<file path="src/rtl/nco_pkg.sv">
// -----------------------------------------------------------------------------
// nco_pkg
// Shared constants and types for the NCO phase generator: the phase width
// (fixed at 32 to match the CORDIC cosine stage), the config register map,
// the CTRL bit positions and the control FSM state enum.
// -----------------------------------------------------------------------------
package nco_pkg;

  localparam int PHASE_W = 32;

  // Config register map
  localparam logic [2:0] NCO_ADDR_FTW    = 3'd0;
  localparam logic [2:0] NCO_ADDR_OFFSET = 3'd1;
  localparam logic [2:0] NCO_ADDR_DIV    = 3'd2;
  localparam logic [2:0] NCO_ADDR_CTRL   = 3'd3;
  localparam logic [2:0] NCO_ADDR_STEP   = 3'd4;
  localparam logic [2:0] NCO_ADDR_LIMIT  = 3'd5;

  // CTRL bit positions; PCLR and OCLR act only on the cycle of the write
  localparam int NCO_CTRL_EN   = 0;
  localparam int NCO_CTRL_PCLR = 1;
  localparam int NCO_CTRL_OCLR = 2;

  typedef enum logic [1:0] {
    NCO_IDLE  = 2'd0,
    NCO_RUN   = 2'd1,
    NCO_DRAIN = 2'd2
  } nco_state_e;

endpackage

</file>
<file path="src/rtl/nco_phase_gen_if.sv">
// -----------------------------------------------------------------------------
// nco_phase_gen_if
// Bundles the config write bus and the angle valid/ready stream of the NCO.
//   cfg_we / cfg_addr / cfg_wdata : register writes from the UDM bus
//   angle / angle_valid           : sample stream to the cosine stage
//   angle_ready                   : backpressure from the cosine stage
//   running / overrun             : status
// modport master : the system side (bus master and sample consumer)
// modport slave  : the NCO itself
// -----------------------------------------------------------------------------
interface nco_phase_gen_if;
  import nco_pkg::*;

  logic                cfg_we;
  logic [2:0]          cfg_addr;
  logic [31:0]         cfg_wdata;
  logic [PHASE_W-1:0]  angle;
  logic                angle_valid;
  logic                angle_ready;
  logic                running;
  logic                overrun;

  modport master (
    output cfg_we, cfg_addr, cfg_wdata, angle_ready,
    input  angle, angle_valid, running, overrun
  );

  modport slave (
    input  cfg_we, cfg_addr, cfg_wdata, angle_ready,
    output angle, angle_valid, running, overrun
  );

endinterface

</file>
<file path="src/rtl/nco_tick_div.sv">
// -----------------------------------------------------------------------------
// nco_tick_div
// Sample-rate divider: a DIV_W down-counter producing one tick every
// i_div+1 enabled cycles.
//   clock, reset : system clock, synchronous active-high reset
//   i_enable     : count (only while the NCO is running)
//   i_reload     : load the counter from i_div; suppresses a tick that cycle
//   i_div        : divider value, sampled only at (re)load
//   o_tick       : one-cycle tick
// -----------------------------------------------------------------------------
module nco_tick_div #(
  parameter int DIV_W = 16
) (
  input  logic             clock,
  input  logic             reset,
  input  logic             i_enable,
  input  logic             i_reload,
  input  logic [DIV_W-1:0] i_div,
  output logic             o_tick
);

  logic [DIV_W-1:0] r_cnt;

  // A forced reload (start or phase clear) wins over a tick that would
  // otherwise fire in the same cycle.
  assign o_tick = i_enable && !i_reload && (r_cnt == '0);

  // Counter: explicit reload, otherwise count down and wrap back to i_div.
  // A new i_div therefore only takes effect at the next reload.
  always_ff @(posedge clock) begin
    if (reset) begin
      r_cnt <= '0;
    end else if (i_reload) begin
      r_cnt <= i_div;
    end else if (i_enable) begin
      if (r_cnt == '0) r_cnt <= i_div;
      else             r_cnt <= r_cnt - 1'b1;
    end
  end

endmodule

</file>
<file path="src/rtl/nco_phase_gen.sv">
// -----------------------------------------------------------------------------
// nco_phase_gen
// Numerically controlled phase generator. A 32-bit phase accumulator advances
// by FTW on each divider tick; each sample (acc + OFFSET) is offered on a
// valid/ready stream to the cosine stage. All outputs are registered.
//   clock, reset : system clock, synchronous active-high reset
//   bus (slave)  : config writes, angle stream, running/overrun status
// Build option: define NCO_SWEEP_EN for the linear frequency sweep
// (STEP/LIMIT registers, sawtooth chirp back to FTW_START).
// -----------------------------------------------------------------------------
module nco_phase_gen
  import nco_pkg::*;
#(
  parameter int DIV_W = 16
) (
  input  logic      clock,
  input  logic      reset,
  nco_phase_gen_if.slave bus
);

  nco_state_e         r_state;
  nco_state_e         w_next_state;

  logic [PHASE_W-1:0] r_ftw;
  logic [PHASE_W-1:0] r_offset;
  logic [DIV_W-1:0]   r_div;
  logic [PHASE_W-1:0] r_acc;
  logic [PHASE_W-1:0] r_angle;
  logic               r_valid;
  logic               r_running;
  logic               r_overrun;

  logic               w_ctrl_wr;
  logic               w_start;
  logic               w_phase_clr;
  logic               w_ovr_clr;
  logic               w_tick;
  logic               w_accept;
  logic               w_produce;
  logic               w_drop;
  logic               w_valid_next;

`ifdef NCO_SWEEP_EN
  logic [PHASE_W-1:0] r_ftw_start;
  logic [PHASE_W-1:0] r_step;
  logic [PHASE_W-1:0] r_limit;
  logic [PHASE_W-1:0] w_ftw_sum;
  logic [PHASE_W-1:0] w_ftw_swept;
  logic               w_step_pos;
  logic               w_step_neg;
`endif

  assign w_ctrl_wr   = bus.cfg_we && (bus.cfg_addr == NCO_ADDR_CTRL);
  assign w_start     = w_ctrl_wr && bus.cfg_wdata[NCO_CTRL_EN] && (r_state == NCO_IDLE);
  assign w_phase_clr = w_ctrl_wr && bus.cfg_wdata[NCO_CTRL_PCLR];
  assign w_ovr_clr   = w_ctrl_wr && bus.cfg_wdata[NCO_CTRL_OCLR];

  // The slot is free if empty or being drained this very cycle, which gives
  // one sample per clock at DIV=0 with ready held high.
  assign w_accept     = r_valid && bus.angle_ready;
  assign w_produce    = w_tick && (!r_valid || bus.angle_ready);
  assign w_drop       = w_tick && r_valid && !bus.angle_ready;
  assign w_valid_next = w_produce ? 1'b1 : (w_accept ? 1'b0 : r_valid);

  nco_tick_div #(.DIV_W(DIV_W)) u_tick_div (
    .clock    (clock),
    .reset    (reset),
    .i_enable (r_state == NCO_RUN),
    .i_reload (w_start || w_phase_clr),
    .i_div    (r_div),
    .o_tick   (w_tick)
  );

`ifdef NCO_SWEEP_EN
  // Sweep step: STEP is signed, LIMIT compared unsigned against the new FTW.
  assign w_ftw_sum   = r_ftw + r_step;
  assign w_step_pos  = !r_step[PHASE_W-1] && (r_step != '0);
  assign w_step_neg  = r_step[PHASE_W-1];
  assign w_ftw_swept = ((w_step_pos && (w_ftw_sum > r_limit)) ||
                        (w_step_neg && (w_ftw_sum < r_limit))) ? r_ftw_start : w_ftw_sum;
`endif

  // Config registers. A tick in the same cycle still sees the old values;
  // a bus write to FTW wins over a sweep update in the same cycle.
  always_ff @(posedge clock) begin
    if (reset) begin
      r_ftw    <= '0;
      r_offset <= '0;
      r_div    <= '0;
`ifdef NCO_SWEEP_EN
      r_ftw_start <= '0;
      r_step      <= '0;
      r_limit     <= '0;
`endif
    end else begin
`ifdef NCO_SWEEP_EN
      if (w_produce) r_ftw <= w_ftw_swept;
`endif
      if (bus.cfg_we) begin
        case (bus.cfg_addr)
          NCO_ADDR_FTW: begin
            r_ftw <= bus.cfg_wdata;
`ifdef NCO_SWEEP_EN
            r_ftw_start <= bus.cfg_wdata;
`endif
          end
          NCO_ADDR_OFFSET: r_offset <= bus.cfg_wdata;
          NCO_ADDR_DIV:    r_div    <= bus.cfg_wdata[DIV_W-1:0];
`ifdef NCO_SWEEP_EN
          NCO_ADDR_STEP:   r_step   <= bus.cfg_wdata;
          NCO_ADDR_LIMIT:  r_limit  <= bus.cfg_wdata;
`endif
          default: ;
        endcase
      end
    end
  end

  // State register
  always_ff @(posedge clock) begin
    if (reset) r_state <= NCO_IDLE;
    else       r_state <= w_next_state;
  end

  // Next-state logic. On disable we look at the slot as it will be next
  // cycle, so a sample produced by a coincident tick is still drained.
  always_comb begin
    w_next_state = r_state;
    case (r_state)
      NCO_IDLE: begin
        if (w_ctrl_wr && bus.cfg_wdata[NCO_CTRL_EN]) w_next_state = NCO_RUN;
      end
      NCO_RUN: begin
        if (w_ctrl_wr && !bus.cfg_wdata[NCO_CTRL_EN])
          w_next_state = w_valid_next ? NCO_DRAIN : NCO_IDLE;
      end
      NCO_DRAIN: begin
        if (w_accept) w_next_state = NCO_IDLE;
      end
      default: w_next_state = NCO_IDLE;
    endcase
  end

  // Accumulator, output register and status flags. Phase clear beats a
  // tick (the divider already masks it); a fresh overrun beats its clear so
  // an event in the clearing cycle is not lost.
  always_ff @(posedge clock) begin
    if (reset) begin
      r_acc     <= '0;
      r_angle   <= '0;
      r_valid   <= 1'b0;
      r_running <= 1'b0;
      r_overrun <= 1'b0;
    end else begin
      if (w_phase_clr)    r_acc <= '0;
      else if (w_produce) r_acc <= r_acc + r_ftw;

      if (w_produce) r_angle <= r_acc + r_offset;

      r_valid   <= w_valid_next;
      r_running <= (w_next_state == NCO_RUN);

      if (w_drop)         r_overrun <= 1'b1;
      else if (w_ovr_clr) r_overrun <= 1'b0;
    end
  end

  assign bus.angle       = r_angle;
  assign bus.angle_valid = r_valid;
  assign bus.running     = r_running;
  assign bus.overrun     = r_overrun;

endmodule
</file>
<file path="src/flat_wrapper.sv">
// flat-port wrapper written by rule: the top's interface ports become plain ports
module nco_phase_gen_flat import nco_pkg::*;
#(
  parameter int DIV_W = 16
)
  (clock, reset, bus_cfg_we, bus_cfg_addr, bus_cfg_wdata, bus_angle_ready, bus_angle, bus_angle_valid, bus_running, bus_overrun);
  nco_phase_gen_if bus_i ();
  input  logic clock;
  input  logic reset;
  input wire logic [$bits(bus_i.cfg_we)-1:0] bus_cfg_we;
  input wire logic [$bits(bus_i.cfg_addr)-1:0] bus_cfg_addr;
  input wire logic [$bits(bus_i.cfg_wdata)-1:0] bus_cfg_wdata;
  input wire logic [$bits(bus_i.angle_ready)-1:0] bus_angle_ready;
  output wire logic [$bits(bus_i.angle)-1:0] bus_angle;
  output wire logic [$bits(bus_i.angle_valid)-1:0] bus_angle_valid;
  output wire logic [$bits(bus_i.running)-1:0] bus_running;
  output wire logic [$bits(bus_i.overrun)-1:0] bus_overrun;
  assign bus_i.cfg_we = bus_cfg_we;
  assign bus_i.cfg_addr = bus_cfg_addr;
  assign bus_i.cfg_wdata = bus_cfg_wdata;
  assign bus_i.angle_ready = bus_angle_ready;
  assign bus_angle = bus_i.angle;
  assign bus_angle_valid = bus_i.angle_valid;
  assign bus_running = bus_i.running;
  assign bus_overrun = bus_i.overrun;
  nco_phase_gen #(.DIV_W(DIV_W)) u_core (.clock(clock), .reset(reset), .bus(bus_i));
endmodule
</file>
<file path="config.mk">
export PLATFORM = sky130hd
export DESIGN_NAME = nco_phase_gen_flat
export DESIGN_NICKNAME = d
export VERILOG_FILES = /design/src/rtl/nco_pkg.sv /design/src/rtl/nco_phase_gen_if.sv /design/src/rtl/nco_tick_div.sv /design/src/rtl/nco_phase_gen.sv /design/src/flat_wrapper.sv
export SDC_FILE = /design/constraint.sdc
export NUM_CORES = 1
export LEC_CHECK = 0
export ABC_CLOCK_PERIOD_IN_PS = 2970
export BUFFER_PORTS_ARGS = -buffer_cell sky130_fd_sc_hd__buf_4
export CAP_MARGIN = 20
export CORE_UTILIZATION = 51
export CTS_BUF_LIST = sky130_fd_sc_hd__clkbuf_2 sky130_fd_sc_hd__clkbuf_4 sky130_fd_sc_hd__clkbuf_8
export DETAILED_ROUTE_END_ITERATION = 16
export PLACE_DENSITY = 0.7
export SYNTH_ARGS = -nofsm -noshare
export SYNTH_HDL_FRONTEND = slang
export SYNTH_SLANG_ARGS = --single-unit
</file>
<file path="constraint.sdc">
create_clock -name clock -period 2.97 [get_ports clock]
set_input_delay 0.1485 -clock clock [delete_from_list [all_inputs] [get_ports clock]]
set_output_delay 0.1485 -clock clock [all_outputs]
set_load 0.02 [all_outputs]
</file>
==> metrics.yaml <==
outcome:
  run_status: "completed"
grt:
  grt_max_degree: 70
  globalRouteOverflowTotal: 0
  globalRouteTotalUtil: 0.279
  initial_antenna_violation_count: 0
  grt_pass1_vias: 8235
  grt_first_pass_wirelength_mm: 40.8
synthesis:
  synth_area_sq_um: 9380
  synthArstFlopShare: 0
  mappedNetlistNets: 1344
  synth_top_family_by_area: "simple AND/OR/NAND/NOR gates"
  yosys_warnings: 0
  synth_top_area_share: 0.352
  ys_ff_latch: 165
  synth_area_leaders: "sky130_fd_sc_hd__dfxtp_1 35%, sky130_fd_sc_hd__nand2_1 11%, sky130_fd_sc_hd__a21oi_1 10%"
  synthXorXnorAreaFrac: 0.0402
  synth_flop_cell: "sky130_fd_sc_hd__dfxtp_1"
  synth_sequential_area_ratio: 0.352
  syn-instance-count: 1239
  synth_cell_types: 70
  synth_fa_ha_area_frac: 0.0897
  post_synthesis_share_of_cell_area_spent_on_and_or_nand_and_nor_gates: 0.241
  synthMuxAreaShare: 0.00867
  synth-edff-count: 0
  synth_largest_area_cell: "sky130_fd_sc_hd__dfxtp_1"
  syn-mean-instance-area_sq_um: 7.57
  post_synthesis_compound_gate_area_fraction: 0.232
layout:
  drive_gt1_frac: 0.121
  finalCoreUtilization: 0.611
  finalNetCount: 1432
  mostFrequentLayoutCell: "sky130_fd_sc_hd__nand2_1"
  combined_area_of_the_multi_input_logic_cells_sq_um: 5820
  instances_no_fill: 1569
  postLayoutCellArea_sq_um: 11000
  sequential_cell_area_sq_um: 3300
  mostFrequentLayoutCells: "279 x sky130_fd_sc_hd__nand2_1, 193 x sky130_fd_sc_hd__a21oi_1, 165 x sky130_fd_sc_hd__dfxtp_1"
  final.fill_count: 1658
  antenna_cells_inserted: 0
  areaGrowthSynthToFinish_pct: 17.1
detailed_routing:
  route.vias.total: 9029
  first_pass_iters: 5
  postRouteAntennaNets: 0
  drc_errors: 0
  drt_wl_total_mm: 25.7
  detail_route.wl_per_cell_microns: 16.4
  routed_via_density: 5.75
  detailedRoute.firstIterationViolations: 523
job:
  max_cap_violations: 0
floorplanning:
  design.core.area_sq_um: 18000
  vertical_die_dimension_microns: 138
  io_pins: 74
  initial_util: 0.522
  floorplan.die_area_sq_um: 18900
  floorplan.rows: 49
  dieWidth_microns: 138
worst_setup_path:
  critPathCaptureType: "flip-flop"
  critical_path_peak_fanout: 4
  critPathKind: "flip-flop to flip-flop"
  worst-endpoint-required_ns: 3.37
  critical-path-top-cell-by-count: "sky130_fd_sc_hd__a21oi_1"
  slowest_cell_on_the_critical_path: "sky130_fd_sc_hd__or4_1"
  critical_path.max_stage_delay_ns: 0.46
  cp_cell_sequence: "ha_1 > a211oi_2 > o21bai_1 > o311ai_2 > a21oi_1 > nor2_2 > a211oi_1 > o21a_1 > or4_1 > a21oi_1"
  worst_ep_arrival_time_ns: 3.22
  critPathLaunchType: "flip-flop"
placement:
  finalWeightedCongestion: 0.934
  placed_cell_area_sq_um: 10100
  placed_cells: 1500
  detailedPlacementHpwl_mm: 18.5
  placement.io_buffers: 73
clocking:
  cts.reportedPaths.clkPinSlew_ns: 0.09
  clock_tree_from_tritoncts: "built"
  cts_max_path_buffers: 2
  max_h_tree_level: 4
  clkSinkCount: 165
  clk_latency_ns: 0.47
  tritoncts.num_buffers: 17
  clock_tree.root_cell: "sky130_fd_sc_hd__clkbuf_8"
timing:
  finalWorstPathRequiredPeriod_ns: 2.82
  slew_headroom: 0.321
  grt_setup_unrepaired: "false"
  fin_setup_tns_ns: 0
  final.period_utilization: 0.949
  final_hold_viol_count: 0
  max_freq_mhz: 355
  drv_slew: 0
  worstMarginPinSlew_ns: 1.02
  timing.clock.skew_ns: 0.0126
  final-setup-viol-count: 0
  fin_hold_ws_ns: 0.0414
worst_hold_path:
  hold_path_class: "primary input to flip-flop"
pwr:
  peakVddDrop_v: 0.000608
  power_density_nw_per_um2: 507
  power.leakage_nw: 4.42
[registers in the layout, summed over array words and instances (netlist names)]
name                     count
u_core.bus.angle            32
u_core.r_offset             32
u_core.bus.angle_valid       1
u_core.bus.running           1
u_core.bus.overrun           1
u_core.r_state               2
u_core.r_div                16
u_core.r_ftw                32
u_core.u_tick_div.r_cnt     16
u_core.r_acc                32
[cell type report]
type	count	area share
well taps	229	0.0261
multi-input cells	990	0.530
flip-flops and latches	165	0.301
clock buffers	22	0.0270
repair buffers	132	0.100
inverters	21	0.00718
clock inverters	10	0.00866
[synth_stat cells (14+ instances only)]
master and number:
sky130_fd_sc_hd__nand3_1 34, sky130_fd_sc_hd__a21o_1 24, sky130_fd_sc_hd__o21ai_0 59, sky130_fd_sc_hd__nor3_1 30, sky130_fd_sc_hd__inv_1 20, sky130_fd_sc_hd__clkbuf_1 49
sky130_fd_sc_hd__ha_1 64, sky130_fd_sc_hd__nand2_1 279, sky130_fd_sc_hd__a211oi_1 15, sky130_fd_sc_hd__nor2_1 66, sky130_fd_sc_hd__a21oi_1 196, sky130_fd_sc_hd__xor2_1 14
sky130_fd_sc_hd__xnor2_1 29, sky130_fd_sc_hd__dfxtp_1 165
[worst max-delay path: cells and delay by family (launching register included)]
kind / cells / cell delay, ns
compound gates: 7 / 1.41
fa+ha+maj: 1 / 0.33
flops: 1 / 0.35
simple gates: 2 / 0.65
[metal layers]
layer,GRT usage,vias up,share of wire
met5,0,-,0
met3,0.0416,43,0.046
met4,0.108,0,0.027
met1,0.356,4209,0.45
met2,0.470,223,0.47
li1,-,4554,-
[cells by family after synthesis]
family                     after synthesis
xor gates and xnor gates                43
buffers and inverters                   84
AOI/OAI and AO/OA                      369
DFF                                    165
and+or+nand+nor                        504
adders and majority gates               66
muxes                                    8
[final timing paths]
path                                                        start                                end  slack, ns  depth (start not counted)
worst min register to register  u_core.bus.angle[22]$_SDFFE_PP0P_  u_core.bus.angle[22]$_SDFFE_PP0P_       0.45                          2
worst max-delay path                 u_core.r_acc[1]$_SDFFE_PP0P_      u_core.r_acc[31]$_SDFFE_PP0P_       0.15                         10
worst min-delay path                              bus_angle_ready       u_core.r_state[1]$_SDFF_PP0_       0.04                          4
worst max register to register       u_core.r_acc[1]$_SDFFE_PP0P_      u_core.r_acc[31]$_SDFFE_PP0P_       0.15                         10
[metrics by stage]
step                      setup slack, ns  power (mW)
after floorplan                     0.434        3.56
after global placement              0.107        3.91
after detailed placement           0.0451        3.93
after CTS                          0.0252        5.59
after global routing              0.00525        5.87
final                               0.151        5.57
[where the power goes]
part	switching [mW]	internal, mW	total, mW
logic	0.977	0.616	1.59
clock network	0.872	0.765	1.64
registers	0.0583	2.28	2.34
total	1.91	3.66	5.57
[timing repair]
action,4_1_cts,5_1_grt
hold buffers,35,0
pin swaps,0,4
cloned,0,0
buffers inserted,0,2
resized for setup,1,15
endpoints found under the hold margin,80,0
setup endpoints to repair,3,14
Power figures use the tool's default switching activity.
